`src/rtl/result_frame_rx_if.sv`:
```
// result_frame_rx_if: serial line in, decoded result words and status pulses out.
// master drives the UART line and observes results; slave is the receiver.
interface result_frame_rx_if;
    logic        serial;
    logic        frame_valid;
    logic        frame_err;
    logic [15:0] obs_alert;
    logic [15:0] max_dist_angle;
    logic [15:0] min_dist_angle;
    modport master (output serial, input frame_valid, frame_err, obs_alert, max_dist_angle, min_dist_angle);
    modport slave  (input serial, output frame_valid, frame_err, obs_alert, max_dist_angle, min_dist_angle);
endinterface

```
`src/rtl/result_frame_rx.sv`:
```
// result_frame_rx: 8N1 UART receiver and AA 55 framed result decoder with XOR checksum.
// Optional inter-byte timeout is enabled by defining RESULT_RX_TIMEOUT_EN.
module result_frame_rx #(
    parameter int CLKS_PER_BIT = 87,
    parameter int TIMEOUT_BITS = 20
) (
    input logic              clk,
    input logic              reset,
    result_frame_rx_if.slave bus
);
    localparam int HALF = CLKS_PER_BIT / 2;
    localparam int CW   = $clog2(CLKS_PER_BIT + 1);

    if (CLKS_PER_BIT < 4 || TIMEOUT_BITS < 1) begin : g_bad_param
        $error("result_frame_rx: CLKS_PER_BIT must be >= 4 and TIMEOUT_BITS >= 1");
    end

    typedef enum logic [1:0] {B_IDLE, B_START, B_DATA, B_STOP} bit_t;
    typedef enum logic [1:0] {F_HUNT, F_HDR2, F_PAYLOAD, F_CHK} frm_t;

    logic [1:0]    r_sync;
    logic          r_prev;
    bit_t          r_bst;
    logic [CW-1:0] r_cnt;
    logic [2:0]    r_bit;
    logic [7:0]    r_shift;
    frm_t          r_fst;
    logic [2:0]    r_idx;
    logic [47:0]   r_shadow;
    logic [7:0]    r_xor;
    logic          r_valid;
    logic          r_err;
    logic [15:0]   r_obs;
    logic [15:0]   r_max;
    logic [15:0]   r_min;
    logic          w_rx;
    logic          w_start;
    logic          w_mid;
    logic          w_full;
    logic          w_byte_ok;
    logic          w_byte_bad;
    logic          w_timeout;

    assign w_rx       = r_sync[1];
    assign w_start    = r_bst == B_IDLE && r_prev && !w_rx;
    assign w_mid      = r_cnt == CW'(HALF);
    assign w_full     = r_cnt == CW'(CLKS_PER_BIT);
    assign w_byte_ok  = r_bst == B_STOP && w_full && w_rx;
    assign w_byte_bad = r_bst == B_STOP && w_full && !w_rx;

    always_ff @(posedge clk or negedge reset) begin
        if (!reset) begin
            r_sync <= 2'b11;
            r_prev <= 1'b1;
        end else begin
            r_sync <= {r_sync[0], bus.serial};
            r_prev <= w_rx;
        end
    end

    // r_cnt equals the number of cycles since the last edge or sample point
    always_ff @(posedge clk or negedge reset) begin
        if (!reset) begin
            r_bst   <= B_IDLE;
            r_cnt   <= '0;
            r_bit   <= '0;
            r_shift <= '0;
        end else begin
            r_cnt <= r_cnt + 1'b1;
            case (r_bst)
                B_IDLE: begin
                    r_cnt <= CW'(1);
                    if (w_start) r_bst <= B_START;
                end
                B_START: if (w_mid) begin
                    r_cnt <= CW'(1);
                    r_bit <= '0;
                    r_bst <= w_rx ? B_IDLE : B_DATA;
                end
                B_DATA: if (w_full) begin
                    r_cnt   <= CW'(1);
                    r_shift <= {w_rx, r_shift[7:1]};
                    r_bit   <= r_bit + 1'b1;
                    if (r_bit == 3'd7) r_bst <= B_STOP;
                end
                B_STOP: if (w_full) r_bst <= B_IDLE;
            endcase
        end
    end

`ifdef RESULT_RX_TIMEOUT_EN
    localparam int TO_CYC = TIMEOUT_BITS * CLKS_PER_BIT;
    localparam int TW     = $clog2(TO_CYC + 1);
    logic [TW-1:0] r_to;
    assign w_timeout = r_fst != F_HUNT && r_bst == B_IDLE && !w_start && r_to == TW'(TO_CYC - 1);
    always_ff @(posedge clk or negedge reset) begin
        if (!reset) r_to <= '0;
        else r_to <= (r_fst == F_HUNT || w_start) ? '0 : r_bst == B_IDLE ? r_to + 1'b1 : r_to;
    end
`else
    assign w_timeout = 1'b0;
`endif

    // payload bytes shift in from the top so byte 2 ends up in r_shadow[7:0]
    always_ff @(posedge clk or negedge reset) begin
        if (!reset) begin
            r_fst    <= F_HUNT;
            r_idx    <= '0;
            r_shadow <= '0;
            r_xor    <= '0;
            r_valid  <= 1'b0;
            r_err    <= 1'b0;
            r_obs    <= '0;
            r_max    <= '0;
            r_min    <= '0;
        end else begin
            r_valid <= 1'b0;
            r_err   <= 1'b0;
            if (w_byte_bad || w_timeout) begin
                r_err <= 1'b1;
                r_fst <= F_HUNT;
            end else if (w_byte_ok) begin
                case (r_fst)
                    F_HUNT: if (r_shift == 8'hAA) r_fst <= F_HDR2;
                    F_HDR2: begin
                        r_fst <= r_shift == 8'h55 ? F_PAYLOAD : r_shift == 8'hAA ? F_HDR2 : F_HUNT;
                        r_idx <= '0;
                        r_xor <= '0;
                    end
                    F_PAYLOAD: begin
                        r_shadow <= {r_shift, r_shadow[47:8]};
                        r_xor    <= r_xor ^ r_shift;
                        r_idx    <= r_idx + 1'b1;
                        if (r_idx == 3'd5) r_fst <= F_CHK;
                    end
                    F_CHK: begin
                        r_fst <= F_HUNT;
                        if (r_shift == r_xor) begin
                            r_valid <= 1'b1;
                            r_obs   <= r_shadow[15:0];
                            r_max   <= r_shadow[31:16];
                            r_min   <= r_shadow[47:32];
                        end else begin
                            r_err <= 1'b1;
                        end
                    end
                endcase
            end
        end
    end

    assign bus.frame_valid    = r_valid;
    assign bus.frame_err      = r_err;
    assign bus.obs_alert      = r_obs;
    assign bus.max_dist_angle = r_max;
    assign bus.min_dist_angle = r_min;
endmodule
```
`src/flat_wrapper.sv`:
```
// flat-port wrapper written by rule: the top's interface ports become plain ports
module result_frame_rx_flat 
#(
    parameter int CLKS_PER_BIT = 87,
    parameter int TIMEOUT_BITS = 20
)
  (clk, reset, bus_serial, bus_frame_valid, bus_frame_err, bus_obs_alert, bus_max_dist_angle, bus_min_dist_angle);
  result_frame_rx_if bus_i ();
  input logic clk;
  input logic reset;
  input wire logic [$bits(bus_i.serial)-1:0] bus_serial;
  output wire logic [$bits(bus_i.frame_valid)-1:0] bus_frame_valid;
  output wire logic [$bits(bus_i.frame_err)-1:0] bus_frame_err;
  output wire logic [$bits(bus_i.obs_alert)-1:0] bus_obs_alert;
  output wire logic [$bits(bus_i.max_dist_angle)-1:0] bus_max_dist_angle;
  output wire logic [$bits(bus_i.min_dist_angle)-1:0] bus_min_dist_angle;
  assign bus_i.serial = bus_serial;
  assign bus_frame_valid = bus_i.frame_valid;
  assign bus_frame_err = bus_i.frame_err;
  assign bus_obs_alert = bus_i.obs_alert;
  assign bus_max_dist_angle = bus_i.max_dist_angle;
  assign bus_min_dist_angle = bus_i.min_dist_angle;
  result_frame_rx #(.CLKS_PER_BIT(CLKS_PER_BIT), .TIMEOUT_BITS(TIMEOUT_BITS)) u_core (.clk(clk), .reset(reset), .bus(bus_i));
endmodule
```
`config.mk`:
```
export PLATFORM = sky130hd
export DESIGN_NAME = result_frame_rx_flat
export DESIGN_NICKNAME = d
export VERILOG_FILES = /design/src/rtl/result_frame_rx_if.sv /design/src/rtl/result_frame_rx.sv /design/src/flat_wrapper.sv
export SDC_FILE = /design/constraint.sdc
export NUM_CORES = 1
export LEC_CHECK = 0
export CAP_MARGIN = 5
export CORE_MARGIN = 5
export CORE_UTILIZATION = 40
export DETAILED_ROUTE_END_ITERATION = 8
export GPL_TIMING_DRIVEN = 1
export PLACE_DENSITY = 0.58
export SYNTH_ARGS = -nofsm -noshare
export SYNTH_HDL_FRONTEND = slang
export SYNTH_SLANG_ARGS = --single-unit
```
`constraint.sdc`:
```
create_clock -name clk -period 2.7 [get_ports clk]
set_input_delay 0.54 -clock clk [delete_from_list [all_inputs] [get_ports clk]]
set_output_delay 0.54 -clock clk [all_outputs]
set_load 0.02 [all_outputs]
```
======== Yosys cells after proc, flatten, opt, wreduce, memory -nomap -nowiden ========
Cells that the tools add are included.
storage, ports and cells
  output and inout bits ................... 50
  input bits .............................. 3
  register bits after elaboration ......... 134
  logic and storage cells ................. 88
cells by class
  bitwise gates (word level) .............. 2
  mux-type cells .......................... 30
  reduce and logical (&&, ||, !) cells .... 18
  eq/ne operators ......................... 20
  $add $sub $neg .......................... 3
operators by type and width
  kind                                                              number
  2-bit 2-to-1 mux                                                  11
  7-bit case mux with 3 select lines                                1
  2-bit case mux with 4 select lines                                2
  8-bit case mux with 2 select lines                                1
  7-bit 2-to-1 mux                                                  2
  3-bit case mux with 2 select lines                                2
  3-bit AND reduction                                               4
  2-bit by 1-bit != test with 1-bit output (second input constant)  5
  1-bit 2-to-1 mux                                                  9
  2-bit == test (second input constant)                             4
  8-bit by 7-bit == test with 1-bit output (second input constant)  1
  8-bit == test                                                     1
  8-bit == test (second input constant)                             1
  8-bit XOR                                                         1
  7-bit by 1-bit adder with 7-bit output (second input constant)    1
  7-bit by 6-bit == test with 1-bit output (second input constant)  1
  7-bit == test (second input constant)                             1
  3-bit by 1-bit adder with 3-bit output (second input constant)    2
  3-bit == test (second input constant)                             2
  3-bit 2-to-1 mux                                                  2
  3-bit by 1-bit != test with 1-bit output (second input constant)  2
  2-bit nonzero test                                                3
  1-bit logical AND                                                 5
  5-bit AND reduction                                               1
  other kinds (6)                                                   8

======== Logic depth before layout (Yosys ltp) ========
  depth in word-level cells ............... 6
  mapped depth ............................ 7
  mapped depth without buffers ............ 6

======== Worst setup path after synthesis ========
OpenSTA, ideal clock, no wires.
  path type ............................... register -> register
  start point ............................. register u_core.r_bst[0]
  end point ............................... register u_core.r_min[0], in the netlist u_core.bus.min_dist_angle[0]
  arrival time ............................ 1,825 ps
  stages on the path, launching flop included .. 8
  required time ........................... 2,573 ps
  library setup time ...................... 127 ps
  period minus slack after synthesis ...... 1,953 ps
  slack ................................... 747 ps
  cell sequence ........................... dfrtp_1 > ha_1 > and3_1 > nand4_2 > nor4_4 > buf_4 > buf_6 > mux2_1
between the ends
  longest elaborated chain between the ends .. 5
  elaborated cells on any way between the ends .. 6
  those cells by class .................... 1 x eq/ne; 1 x bitwise; 4 x reduce/logical
RTL lines
  element                                 line                                          text
  start: declaration                      result_frame_rx.sv:23                         bit_t r_bst;
  start signal: assignment                result_frame_rx.sv:78                         r_bst <= w_rx ? B_IDLE : B_DATA;
  2-bit == test *                         result_frame_rx.sv:48, result_frame_rx.sv:49
  1-bit logical AND *                     result_frame_rx.sv:48, result_frame_rx.sv:49
  1-bit logical AND                       result_frame_rx.sv:49                         assign w_byte_bad = r_bst == B_STOP && w_full && !w_rx;
  1-bit NOT (no source line)              --
  4-bit AND reduction (no source line) *  --
  end signal: assignment                  result_frame_rx.sv:142                        r_min <= r_shadow[47:32];
  end: declaration                        result_frame_rx.sv:35                         logic [15:0] r_min;
Mark *: on every way between the ends. The rest lies on a longest branch, timed or not.
A chain may end at the register's enable or synchronous reset.

======== Worst setup path in the final report ========
  start point ............................. register u_core.r_bst[0]
  end point ............................... register u_core.r_shadow[8]
between the ends
  longest elaborated chain between the ends .. 5
  elaborated cells on any way between the ends .. 6
  those cells by class .................... 1 x eq/ne; 1 x bitwise; 4 x reduce/logical
RTL lines
  element                                 line                                          text
  2-bit == test *                         result_frame_rx.sv:48, result_frame_rx.sv:49
  1-bit logical AND *                     result_frame_rx.sv:48, result_frame_rx.sv:49
  1-bit logical AND                       result_frame_rx.sv:49
  1-bit NOT (no source line)              --
  3-bit AND reduction (no source line) *  --
  end signal: assignment                  result_frame_rx.sv:131                        r_shadow <= {r_shift, r_shadow[47:8]};
  end: declaration                        result_frame_rx.sv:29                         logic [47:0] r_shadow;
Marks and branches as above.

==> results.py <==
metrics = {
    "status": {
        "status": "complete, no violations",
    },
    "clock_tree": {
        "htree_num_levels": 4,
        "clock-sinks": 134,
        "hold_buffers": 0,
        "cts_tree": "built",
        "cts_root_buffer": "clkbuf_16",
        "clkLatencyLatePin_ps": 410,
        "numCtsBuffers": 17,
        "clkTransAtPathRegs_ps": 50,
        "post-cts-setup-buffer-count": 0,
        "ctsResizeCount": 0,
        "clockBufferDepth": 2,
    },
    "detailed_routing": {
        "highest_layer": "met4",
        "wl_per_cell_um": 14.9,
        "vias_per_cell": 5.02,
        "vias": 3279,
        "postRouteAntennaNets": 0,
        "post-route-drc-count": 0,
        "drt-met1-wl_mm": 4.57,
        "wl_met2_mm": 4.57,
        "drt-initial-drc-count": 115,
        "routed-wl-met3_um": 436,
        "drt_first_pass_iters": 4,
        "routed_wl_mm": 9.72,
    },
    "yosys": {
        "synthFlopType": "dfrtp_1",
        "ys_warn_count": 0,
        "syn_area_mm2": 0.00567,
        "synth_edf_count": 0,
        "syn_nets": 421,
        "synth.distinct_cells": 45,
        "synthArstFlopShare_pct": 100,
        "synth_area_per_cell_um2": 14.1,
        "seq_area_frac_synth_pct": 59.2,
        "synth-seq-cells": 134,
        "synth_cells": 403,
    },
    "placement": {
        "port_buffers": 52,
        "dp.cells": 624,
        "hpwl_mm": 6.58,
        "gp_congestion": 0.800,
        "post-place-ws_ps": 522,
    },
    "timing": {
        "tns_ps": 0,
        "worst_pin_slew_ps": 646,
        "max_slew_margin_pct": 56.6,
        "holdWs_ps": 92.1,
        "maxSlewViolCount": 0,
        "hold_viol": 0,
        "fin_crit_ps": 2170,
        "setup_viol_count_final": 0,
        "period_share_pct": 80.5,
        "worst_slack_ps": 526,
        "fmax_mhz": 460,
        "finalClockSkew_ps": 6.86,
        "rsz0062_at_grt": "no",
    },
    "critical_path": {
        "crit_type": "reg2reg",
        "crit_buf_inv": 1,
        "critPathLaunchType": "flop",
        "worstPathArrival_ps": 2460,
        "critical_path.max_stage_delay_ps": 410,
        "worstSetupEndpointType": "flop",
        "cp_top_family": "simple AND/OR/NAND/NOR gates",
        "slowest_stage": "dfrtp_1",
        "worstPathCellList": "ha_1, and3_1, and2_1, nand3_2, buf_12, mux2_2",
        "cp_max_fo": 37,
        "worstPathRequired_ps": 2990,
    },
    "worst_hold_path": {
        "hold_path.class": "in2async",
    },
    "global_route": {
        "grt_max_degree": 63,
        "overflow": 0,
        "grt_pass1_wl_mm": 17.1,
        "grt_use_total_pct": 12.9,
        "antenna_found_initial": 0,
        "grt_pass1_vias": 3428,
    },
    "floorplanning": {
        "coreArea_mm2": 0.0139,
        "die_h_um": 129,
        "rows": 43,
        "fp.dieW_um": 129,
        "die-area_mm2": 0.0167,
        "pin_count": 53,
        "start_util_pct": 40.8,
    },
    "layout": {
        "regArea_mm2": 0.00336,
        "n_fill_cell": 1212,
        "syn_to_final_growth_pct": 22.1,
        "drive_gt1_share_pct": 29.0,
        "final_cells": 653,
        "multi_input_area_mm2": 0.00217,
        "final_util_pct": 49.8,
        "nNetsFinal": 481,
        "n_antenna_cell": 0,
    },
    "job": {
        "maxCapViolations": 0,
    },
    "power": {
        "p_leak_uw": 0.00332,
        "vdd_drop_max_uv": 363,
        "power_density_mw_per_mm2": 654,
    },
}
[path summary, 6_finish.rpt]
check	from	endpoint	slack (ps)	cells past startpoint
setup / recovery	u_core.r_bst[0]$_DFFE_PN0P_	u_core.r_shadow[8]$_DFFE_PN0P_	530	6
hold / removal	reset	u_core.bus.max_dist_angle[0]$_DFFE_PN0P_	90	1
setup reg to reg	u_core.r_bst[0]$_DFFE_PN0P_	u_core.r_shadow[8]$_DFFE_PN0P_	530	6
hold reg to reg	u_core.r_sync[0]$_DFF_PN1_	u_core.r_sync[1]$_DFF_PN1_	350	0
max in group asynchronous	reset	u_core.r_sync[1]$_DFF_PN1_	1810	2
min in group clk	u_core.r_sync[0]$_DFF_PN1_	u_core.r_sync[1]$_DFF_PN1_	350	0
[layout make-up]
class / instances / area share, %
multi-input cells: 240 / 31.4
clock buffers: 25 / 7.16
inverters: 10 / 0.543
well taps: 180 / 3.26
clock inverters: 4 / 0.326
repair buffers: 60 / 8.77
flip-flops and latches: 134 / 48.5
[sequential cells by signal, indices dropped and copies added (netlist names), named ones only]
name                       cells
u_core.r_bst                   1
u_core.r_idx                   3
u_core.r_fst                   2
u_core.r_bit                   3
u_core.bus.min_dist_angle     16
u_core.bus.frame_err           1
u_core.bus.frame_valid         1
u_core.r_sync                  2
u_core.bus.max_dist_angle     16
u_core.r_prev                  1
u_core.r_shadow               48
u_core.r_cnt                   7
u_core.r_shift                 8
u_core.r_xor                   8
u_core.bus.obs_alert          16
[Yosys cell counts, types with 7 or more instances]
| cell | count | share of area, % |
|---|---|---|
| mux2_2 | 96 | 19 |
| ha_1 | 15 | 3.3 |
| nor2_1 | 13 | 0.86 |
| nand2_1 | 15 | 0.99 |
| nor3_1 | 7 | 0.62 |
| nand2b_1 | 11 | 1.2 |
| xnor2_1 | 7 | 1.1 |
| mux2_1 | 9 | 1.8 |
| inv_1 | 10 | 0.66 |
| o21ai_0 | 9 | 0.79 |
| clkbuf_1 | 8 | 0.53 |
| dfrtp_1 | 131 | 58 |
[per-stage QoR]
stage	cell area, um2	power [uW]
2_1_floorplan	5670	2420
5_1_grt	6920	4750
3_3_place_gp	6400	2520
6_report	6920	4530
3_5_place_dp	6400	2540
4_1_cts	6920	4590
[cell usage in the layout (no fill, tap or decap), types with 2 or more instances in the layout]
cell type        count
a211o_1              2
a21oi_1              2
a221o_1              4
a22o_1               4
and3_1               2
buf_12               2
buf_4                6
clkbuf_1             4
clkbuf_16           17
clkbuf_8             4
clkdlybuf4s50_1     51
clkinv_2             3
dfrtp_1            131
dfstp_2              3
ha_1                15
inv_1               10
mux2_1               9
mux2_2              96
mux2i_1              4
nand2_1             15
nand2b_1            11
nand3_1              3
nand3b_1             2
nand4_1              4
nand4bb_1            4
nor2_1              13
nor2b_1              5
nor3_1               7
o21ai_0              9
o22ai_1              2
o41ai_1              2
xnor2_1              7
xor2_1               2
[layer usage]
metal | up-vias | GRT usage (%)
met1 | 1654 | 17.0
met4 | 0 | 4.76
met2 | 51 | 19.8
met5 | - | 0
met3 | 12 | 4.70
li1 | 1562 | -
[where the power goes]
part	internal, uW	switching [uW]
sequential	2060	50.1
combinational	160	237
clock	1250	768
[cells by family after synthesis]
kind of cell               share of synthesized area [%]
muxes                                               21.6
adders and majority gates                           3.31
and+or+nand+nor                                     7.81
AOI/OAI and AO/OA                                   4.17
DFF                                                 59.2
xor gates and xnor gates                            1.39
buffers and inverters                               2.52
No activity file was read; power rests on OpenSTA's default activity.
==> patch: new RTL, config.mk and constraints unchanged <==
The option `RESULT_RX_TIMEOUT_EN` is turned on by a define.
--- a/src/rtl/result_frame_rx.sv
+++ b/src/rtl/result_frame_rx.sv
@@ -1,5 +1,7 @@
 // result_frame_rx: 8N1 UART receiver and AA 55 framed result decoder with XOR checksum.
 // Optional inter-byte timeout is enabled by defining RESULT_RX_TIMEOUT_EN.
+`define RESULT_RX_TIMEOUT_EN
+
 module result_frame_rx #(
     parameter int CLKS_PER_BIT = 87,
     parameter int TIMEOUT_BITS = 20
Behaviour: same outputs for any inputs over 10 cycles, from zero or initial values and one cycle with reset low; that may be too few to reach the edited logic, so the function may still have changed.
==> patch against the unedited design <==
  * Sequential cell count grew 11
  * Critical path type unchanged
  * Sequential share of layout area shrank 0.76 points
  * Largest power group unchanged
  * Setup slack lost 300 ps
  * Routed wire length grew 17%
  * Synthesized area grew 10%
  * Cell area is 9.9% higher
  * Power rose by 8.4%
  * Highest routed layer unchanged
  * First-iteration DRC count grew 22%
  * Critical endpoint is now u_core.bus.obs_alert[3]$_DFFE_PN0P_
  * Synthesized cell count rose by 17%
  * Maximum frequency down 12%
  * Count of clock-buffer cells in the layout down 7
  * Non-clock buffer count unchanged
==> patch: results (changes against the unedited design) <==
status: "complete, no violations"
vdd_drop_max_v: 0.000408  # +12%
via_count: 3770  # +15%
use_met2_pct: 21.5  # +1.8 points
p_comb_uw: 408  # +3%
endpoint: "u_core.bus.obs_alert[3]$_DFFE_PN0P_"
worst_slew_pin_slew_ps: 694  # +47.7 ps
synth_cell_types: 52  # +16%
clock_skew_ps: 10.5  # +3.67 ps
reg2reg_depth: 8  # +2
met3_usage_pct: 4.02  # -0.68 points
post-route-period-util_pct: 91.5  # +11 points
drt-total-wl_mm: 11.4  # +17%
cpPeakStageDelay_ps: 430  # +20 ps
dp_cells: 724  # +16%
wl_met2_mm: 5.42  # +19%
pg_seq_mw: 2.28  # +8%
p_int_mw: 3.68  # +6.1%
met3WireLength_um: 433  # -0.69%
nNetsFinal: 551  # +15%
drt-wirelength-per-cell_um: 15.0  # +1.1%
dp_hpwl_mm: 7.73  # +17%
synthTopCellsByCount: "142 x dfrtp_1, 81 x mux2_2, 28 x nor2_1"
grt_pass1_wl_mm: 19.7  # +15%
syn_nets: 489  # +16%
layout-drive-gt1-share_pct: 24.2  # -4.7 points
cp_data_arrival_time_ps: 2770  # +310 ps
patch: cell types whose count changed after synthesis, moves of 7 or more:
cell,delta
mux2_2,-15
dfrtp_1,+11
o21ai_0,+7
xnor2_1,+10
nor2_1,+15
nand2_1,+12
mux2_1,+14
patch: cells by family (layout without fill, tap and decap cells):
kind of cell               after synthesis  count (layout)  synth area share [%]
AOI/OAI and AO/OA                       43              43                  4.70
muxes                                  106             106                  19.0
buffers and inverters                   25             100                  2.44
adders and majority gates               16              16                  3.20
xor gates and xnor gates                22              22                  3.08
DFF                                    145             145                  58.0
and+or+nand+nor                        113             113                  9.52
patch: final cells by class:
| cell class | instances | area share (%) |
|---|---|---|
| Clock buffer | 18 | 5.77 |
| Clock inverter | 14 | 1.69 |
| Inverter | 8 | 0.395 |
| Multi-Input combinational cell | 300 | 32.7 |
| Sequential cell | 145 | 47.8 |
| Tap cell | 211 | 3.47 |
| Timing Repair Buffer | 60 | 8.21 |
